===== src/rtl/line_window_reader.sv =====
// rtl/line_window_reader.sv - raster-to-column reader cascading line memory L1 into L2
// Emits (y-2, y-1, y) pixel columns two cycles after each accepted input pixel.
module line_window_reader #(
   parameter int DATA_W = 24,
   parameter int ADDR_W = 11,
   parameter int LINE_W = 1280
) (
   input  logic              clk,
   input  logic              rst,
   input  logic              in_valid,
   input  logic              in_sof,
   input  logic [DATA_W-1:0] in_data,
   output logic              l1_we,
   output logic [ADDR_W-1:0] l1_addr,
   output logic [DATA_W-1:0] l1_din,
   input  logic [DATA_W-1:0] l1_dout,
   output logic [ADDR_W-1:0] l2_rd_addr,
   input  logic [DATA_W-1:0] l2_rd_dout,
   output logic              l2_we,
   output logic [ADDR_W-1:0] l2_wr_addr,
   output logic [DATA_W-1:0] l2_din,
   output logic              col_valid,
   output logic [DATA_W-1:0] col_top,
   output logic [DATA_W-1:0] col_mid,
   output logic [DATA_W-1:0] col_bot,
   output logic [ADDR_W-1:0] col_x,
   output logic              col_eol,
   output logic              col_mid_ok,
   output logic              col_top_ok
);

   typedef enum logic [1:0] {FILL0, FILL1, STEADY} row_e;

   localparam logic [ADDR_W-1:0] LAST_X = ADDR_W'(LINE_W - 1);

   row_e              row_q, row_d, cur_row;
   logic [ADDR_W-1:0] x_q, x_d, cur_x;
   logic [ADDR_W-1:0] addr_q, addr_d;

   logic              s1_valid_q, s1_valid_d;
   logic [ADDR_W-1:0] s1_x_q, s1_x_d;
   logic [DATA_W-1:0] s1_data_q, s1_data_d;
   logic              s1_mid_ok_q, s1_mid_ok_d;
   logic              s1_top_ok_q, s1_top_ok_d;

   logic              col_valid_q, col_valid_d;
   logic [DATA_W-1:0] col_top_q, col_top_d;
   logic [DATA_W-1:0] col_mid_q, col_mid_d;
   logic [DATA_W-1:0] col_bot_q, col_bot_d;
   logic [ADDR_W-1:0] col_x_q, col_x_d;
   logic              col_eol_q, col_eol_d;
   logic              col_mid_ok_q, col_mid_ok_d;
   logic              col_top_ok_q, col_top_ok_d;

   always_comb begin
      // A start-of-frame pixel overrides whatever line position we were at.
      cur_x   = x_q;
      cur_row = row_q;
      if (in_valid && in_sof) begin
         cur_x   = '0;
         cur_row = FILL0;
      end

      x_d         = x_q;
      row_d       = row_q;
      addr_d      = addr_q;
      s1_valid_d  = in_valid;
      s1_x_d      = s1_x_q;
      s1_data_d   = s1_data_q;
      s1_mid_ok_d = s1_mid_ok_q;
      s1_top_ok_d = s1_top_ok_q;

      if (in_valid) begin
         addr_d      = cur_x;
         s1_x_d      = cur_x;
         s1_data_d   = in_data;
         s1_mid_ok_d = (cur_row != FILL0);
         s1_top_ok_d = (cur_row == STEADY);
         row_d       = cur_row;
         if (cur_x == LAST_X) begin
            x_d = '0;
            if (cur_row == FILL0) row_d = FILL1;
            else                  row_d = STEADY;
         end else begin
            x_d = cur_x + 1'b1;
         end
      end

      col_valid_d  = s1_valid_q;
      col_top_d    = col_top_q;
      col_mid_d    = col_mid_q;
      col_bot_d    = col_bot_q;
      col_x_d      = col_x_q;
      col_eol_d    = col_eol_q;
      col_mid_ok_d = col_mid_ok_q;
      col_top_ok_d = col_top_ok_q;

      if (s1_valid_q) begin
         col_bot_d    = s1_data_q;
         col_mid_d    = s1_mid_ok_q ? l1_dout : '0;
         col_top_d    = s1_top_ok_q ? l2_rd_dout : '0;
         col_x_d      = s1_x_q;
         col_eol_d    = (s1_x_q == LAST_X);
         col_mid_ok_d = s1_mid_ok_q;
         col_top_ok_d = s1_top_ok_q;
      end
   end

   always_ff @(posedge clk) begin
      if (rst) begin
         x_q          <= '0;
         row_q        <= FILL0;
         addr_q       <= '0;
         s1_valid_q   <= 1'b0;
         s1_x_q       <= '0;
         s1_data_q    <= '0;
         s1_mid_ok_q  <= 1'b0;
         s1_top_ok_q  <= 1'b0;
         col_valid_q  <= 1'b0;
         col_top_q    <= '0;
         col_mid_q    <= '0;
         col_bot_q    <= '0;
         col_x_q      <= '0;
         col_eol_q    <= 1'b0;
         col_mid_ok_q <= 1'b0;
         col_top_ok_q <= 1'b0;
      end else begin
         x_q          <= x_d;
         row_q        <= row_d;
         addr_q       <= addr_d;
         s1_valid_q   <= s1_valid_d;
         s1_x_q       <= s1_x_d;
         s1_data_q    <= s1_data_d;
         s1_mid_ok_q  <= s1_mid_ok_d;
         s1_top_ok_q  <= s1_top_ok_d;
         col_valid_q  <= col_valid_d;
         col_top_q    <= col_top_d;
         col_mid_q    <= col_mid_d;
         col_bot_q    <= col_bot_d;
         col_x_q      <= col_x_d;
         col_eol_q    <= col_eol_d;
         col_mid_ok_q <= col_mid_ok_d;
         col_top_ok_q <= col_top_ok_d;
      end
   end

   // L1 old data read this cycle is row y-1; it is pushed into L2 at the same x.
   assign l1_we      = in_valid;
   assign l1_addr    = in_valid ? cur_x : addr_q;
   assign l1_din     = in_valid ? in_data : '0;
   assign l2_rd_addr = in_valid ? cur_x : addr_q;
   assign l2_we      = s1_valid_q;
   assign l2_wr_addr = s1_x_q;
   assign l2_din     = s1_valid_q ? l1_dout : '0;

   assign col_valid  = col_valid_q;
   assign col_top    = col_top_q;
   assign col_mid    = col_mid_q;
   assign col_bot    = col_bot_q;
   assign col_x      = col_x_q;
   assign col_eol    = col_eol_q;
   assign col_mid_ok = col_mid_ok_q;
   assign col_top_ok = col_top_ok_q;

endmodule

===== config.mk =====
export PLATFORM = sky130hd
export DESIGN_NAME = line_window_reader
export DESIGN_NICKNAME = d
export VERILOG_FILES = /design/src/rtl/line_window_reader.sv
export SDC_FILE = /design/constraint.sdc
export NUM_CORES = 1
export LEC_CHECK = 0
export CAP_MARGIN = 30
export CORE_MARGIN = 5
export CORE_UTILIZATION = 38
export CTS_CLUSTER_DIAMETER = 100
export DETAILED_ROUTE_END_ITERATION = 8
export GPL_ROUTABILITY_DRIVEN = 1
export GPL_TIMING_DRIVEN = 0
export HOLD_SLACK_MARGIN = 0.02
export PLACE_DENSITY = 0.86
export SKIP_CTS_REPAIR_TIMING = 1
export SYNTH_ARGS = -nofsm -noshare
export SYNTH_HDL_FRONTEND = slang
export SYNTH_SLANG_ARGS = --single-unit

===== constraint.sdc =====
create_clock -name clk -period 1.75 [get_ports clk]
set_input_delay 0.175 -clock clk [delete_from_list [all_inputs] [get_ports clk]]
set_output_delay 0.175 -clock clk [all_outputs]
set_load 0.01 [all_outputs]

# Yosys cells after proc, flatten, opt, wreduce, memory -nomap -nowiden

Index checks and enable logic that the tools add are counted.

Bits of input ports: 76
Register bits: 149
Output and inout bits: 170
Word-level logic and storage cells: 33

Add/subtract/negate cells: 1
Reduce and logical (&&, ||, !) cells: 3
Eq/ne operators: 3
Mux-type cells: 10

Operator list:

| kind                                           | count |
|---|---|
| 2-to-1 mux 24 bit                              | 4 |
| 2-to-1 mux 11 bit                              | 3 |
| == test 11 bit (second input constant)         | 2 |
| adder 11 x 1 -> 11 bit (second input constant) | 1 |
| 2-to-1 mux 2 bit                               | 3 |
| == test 2 bit (second input constant)          | 1 |
| zero test 2 bit                                | 1 |
| nonzero test 2 bit                             | 1 |
| logical AND 1 bit                              | 1 |

# Logic depth before layout (Yosys ltp)

Depth after elaboration: 5
Mapped depth: 9
Depth with buffers taken out: 8

# Worst setup path before layout

Ideal clock, no wire load.

Path type: input port to flip-flop
Start point: input port in_sof
End point: register row_q[0]
Setup time: 70 ps
Setup slack: -87 ps
Buffers on the path: 1
Arrival: 1,766 ps
Required time: 1,680 ps
Stages: 9
Cells stage by stage: and2_4 > buf_6 > nor2b_1 > ha_1 > nand3_1 > nor4_4 > nand2_1 > or3_1 > a21oi_1

Elaborated cells on any way between the ends: 7
Classes of those cells: eq/ne: 1; mux: 4; reduce/logical: 2

RTL lines:

| what                 | line | text |
|---|---|---|
| start, declared      | 11   | `input logic in_sof,` |
| logical AND 1 bit    | 59   | `if (in_valid && in_sof) begin` |
| 2-to-1 mux 11 bit    | 59   |  |
| via cur_x[0]         | 37   | `logic [ADDR_W-1:0] x_q, x_d, cur_x;` |
| == test 11 bit       | 80   | `if (cur_x == LAST_X) begin` |
| 2-to-1 mux 2 bit     | 80   |  |
| end signal, assigned | 129  | `row_q <= row_d;` |
| end, declared        | 36   | `row_e row_q, row_d, cur_row;` |

The timed path passes the listed nets, and every way through them passes these cells.
A chain may end at the register's enable or synchronous reset.

# Worst setup path in the final report

Start point: register x_q[1]
End point: register row_q[0]

Cells in the longest elaborated chain, start to end: 3

RTL lines:

| what                   | line | text |
|---|---|---|
| start, declared        | 37   |  |
| start signal, assigned | 111  | `x_q <= '0;` |
| start signal, assigned | 128  | `x_q <= x_d;` |
| 2-to-1 mux 11 bit      | 59   |  |
| via cur_x[1]           | 37   |  |
| == test 11 bit         | 80   |  |
| 2-to-1 mux 2 bit       | 80   |  |

The timed path passes the listed nets, and every way through them passes these cells.

==> qor.yml <==
layout:
  area_delta_synth_final_pct: 65.5
  design_area_um2: 9190
  drive_gt1_frac: 0.120
  utilization: 0.637
  instances_no_fill: 1099
  nNetsFinal: 982
  insertedDiodeCount: 0
critical_path:
  worst_path_max_delay_cell: "nor4_4"
  critical-path-top-delay-family: "simple AND/OR/NAND/NOR gates"
  cp_data_required_time_ns: 2.10
  critical_path_class: "flop to flop"
  rr_worst_depth: 7
  crit_fanout: 6
  r2r_start: "x_q[1]"
  worstPathCellList: "nor2b_4, ha_4, nand3_4, nor4_4, nand2_1, or3_1, a21oi_1"
  critical_path_buf_inv_count: 0
  worstPathArrival_ns: 2.26
  crit_path_end_kind: "flop"
  r2r_end: "row_q[0]"
  startpoint_type: "flop"
  r2r_slack_ns: -0.16
  critPathMaxStageDelay_ns: 0.43
synth:
  seq_area_frac_synth: 0.537
  synthFlopType: "dfxtp_1"
  synthArstFlopShare: 0
  ys_warn_count: 0
  yosys.cell_types.count: 36
  syn_nets: 706
  ys_ff_latch: 149
  synth_edf_count: 0
  syn_inst: 629
  synth-adder-area-share: 0.00225
  synth-xor-area-share: 0.00158
  synth_top_family_by_area: "simple AND/OR/NAND/NOR gates"
  syn_area_um2: 5560
  synth_simple_gate_area_share: 0.211
  synth-compound-area-share: 0.128
  avgSynthCellArea_um2: 8.83
  muxShareOfSynthArea: 0.0631
worst_hold_path:
  min_from: "in_valid"
  min_path_cells: 4
  holdPathEnd: "l2_wr_addr[2]"
  hold_class: "input pin to flop"
sta:
  fin_crit_ns: 1.91
  clock_skew_ns: 0.00698
  setup_slack_ns: -0.160
  slew_headroom: 0.495
  hold_viol: 0
  max_freq_mhz: 524
  fin_setup_tns_ns: -0.396
  worst_slew_pin_slew_ns: 0.758
  setup_violations: 6
  min_period_over_period: 1.09
  rsz0062_at_grt: "true"
  drv_slew: 0
floorplanning:
  die_y_um: 131
  row_count: 44
  dieArea_um2: 17100
  fp.dieW_um: 131
  ios: 246
  start_util: 0.385
  core_um2: 14400
global_routing:
  grt_overflow: 0
  antenna_found_initial: 0
  grt_pass1_vias: 5306
  grt_use_total: 0.203
  grt_pass1_wl_mm: 26.9
  grt_max_degree: 17
pwr:
  power.density_nw_per_um2: 829
  ir_drop_mv: 0.691
  power.leakage_uw: 0.00410
detailed_routing:
  drt-total-wl_mm: 18.8
  drcViolationCount: 0
  first_pass_iters: 5
  via_per_inst: 5.08
  drtAntennaViolNets: 0
  drt_iter0_markers: 308
  num_vias: 5588
  wl_per_cell_um: 17.1
clock_network:
  cts_root_buffer: "clkbuf_16"
  clock_sinks: 149
  cts_made_buffers: 17
  insertion_delay_ns: 0.42
  cts_tree: "built"
  htree_levels: 4
  clk_pin_slew_worst_paths_ns: 0.06
  clk_path_buf_depth: 2
placed_design:
  dp.cells: 1057
  hpwl_mm: 13.5
  placed_area_um2: 8230
  io_buffers: 244
  gp_congestion: 0.898
outcome:
  violations: "negative setup slack"
  run_status: "finished, violations left"
run:
  maxCapViolations: 0
[where the power goes]
part | internal (uW) | total (uW) | switching, uW
registers | 3450 | 3490 | 37.1
clock network | 2000 | 3300 | 1300
logic | 436 | 827 | 390
[worst register-to-register path: stages (launching register included)]
cell	delay [ns]
dfxtp_4	0.34
nor2b_4	0.17
ha_4	0.17
nand3_4	0.08
nor4_4	0.43
nand2_1	0.14
or3_1	0.39
a21oi_1	0.12
[per-layer routing]
layer,routed length (um),part of all wire,track usage
met2,9680,0.52,0.367
met4,489,0.026,0.0865
met5,0,0,0
met3,1560,0.083,0.0553
met1,7060,0.38,0.223
[how the worst max path moves through the flow]
| stage | startpoint | endpoint | slack [ns] | cells past startpoint |
|---|---|---|---|---|
| 5_1_grt | x_q[1] | row_q[0] | -0.22 | 7 |
| 6_report | x_q[1] | row_q[0] | -0.16 | 7 |
| 2_1_floorplan | in_sof | row_q[0] | -0.09 | 9 |
| 3_3_place_gp | in_valid | l2_rd_addr[8] | -1.03 | 6 |
| 4_1_cts | in_valid | l2_rd_addr[6] | -1.07 | 6 |
| 3_5_place_dp | in_valid | l2_rd_addr[6] | -1.07 | 6 |
[logic make-up (layout without fill, tap and decap cells)]
| group | Yosys count | after routing |
|---|---|---|
| compound gates | 123 | 123 |
| fa+ha+maj | 1 | 1 |
| flops | 149 | 149 |
| simple gates | 249 | 250 |
| buf+inv | 71 | 356 |
| mux | 35 | 35 |
| xor+xnor | 1 | 1 |
[synth_stat cells (all sizes together) (2+ instances only)]
library cell  count  area share
dfxtp           149        0.54
nand2            36       0.024
nor3              5      0.0045
mux2i            35       0.063
buf              22       0.025
inv              15       0.010
and2             50       0.057
nor2            125       0.084
nor4              3      0.0061
nand4             3      0.0034
a32oi             2      0.0032
o21ai            16       0.014
nand3             8      0.0072
clkbuf           34       0.023
nor2b            13       0.015
or4               2      0.0027
a21oi            72       0.065
a22oi            25       0.034
a31oi             3      0.0034
[placed cells by master (no fill, tap or decap), drive strengths merged, types with 2 or more instances in the layout]
| master | instances |
|---|---|
| or4 | 2 |
| and2 | 50 |
| dlymetal6s2s | 44 |
| nor3 | 5 |
| nor4 | 3 |
| clkbuf | 51 |
| buf | 43 |
| a22oi | 25 |
| a21oi | 72 |
| o21ai | 16 |
| a31oi | 3 |
| a32oi | 2 |
| clkinv | 3 |
| dfxtp | 149 |
| clkdlybuf4s50 | 198 |
| mux2i | 35 |
| nand2 | 36 |
| nor2 | 126 |
| nand3 | 8 |
| nand4 | 3 |
| inv | 15 |
| nor2b | 13 |
[state kept, by name, indices dropped and copies added, names as in the netlist]
register	flops
s1_data_q	24
col_valid	1
col_mid_ok	1
col_x	11
x_q	11
addr_q	11
col_mid	24
col_top	24
col_top_ok	1
l2_wr_addr	11
col_eol	1
s1_top_ok_q	1
col_bot	24
s1_mid_ok_q	1
row_q	2
l2_we	1
[metrics by stage]
| stage | hold WS, ns | setup slack [ns] | total power, uW |
|---|---|---|---|
| floorplan | 0.319 | -0.0868 | 3900 |
| global placement | 0.445 | -1.03 | 4340 |
| global route | 0.287 | -0.222 | 7880 |
| detailed placement | 0.457 | -1.07 | 4360 |
| CTS | 0.306 | -1.07 | 7640 |
| finish | 0.279 | -0.160 | 7620 |
[layout make-up]
cell class                      instances  area [um^2]
Clock buffer                           24          472
Clock inverter                          5         52.6
Inverter                               15         56.3
Buffer                                 55          315
Sequential cell                       149         3020
Multi-Input combinational cell        410         2410
Timing Repair Buffer                  257         2640
Fill cell                            1144         5230
Tap cell                              184          230
(Power assumes the default switching activity.)
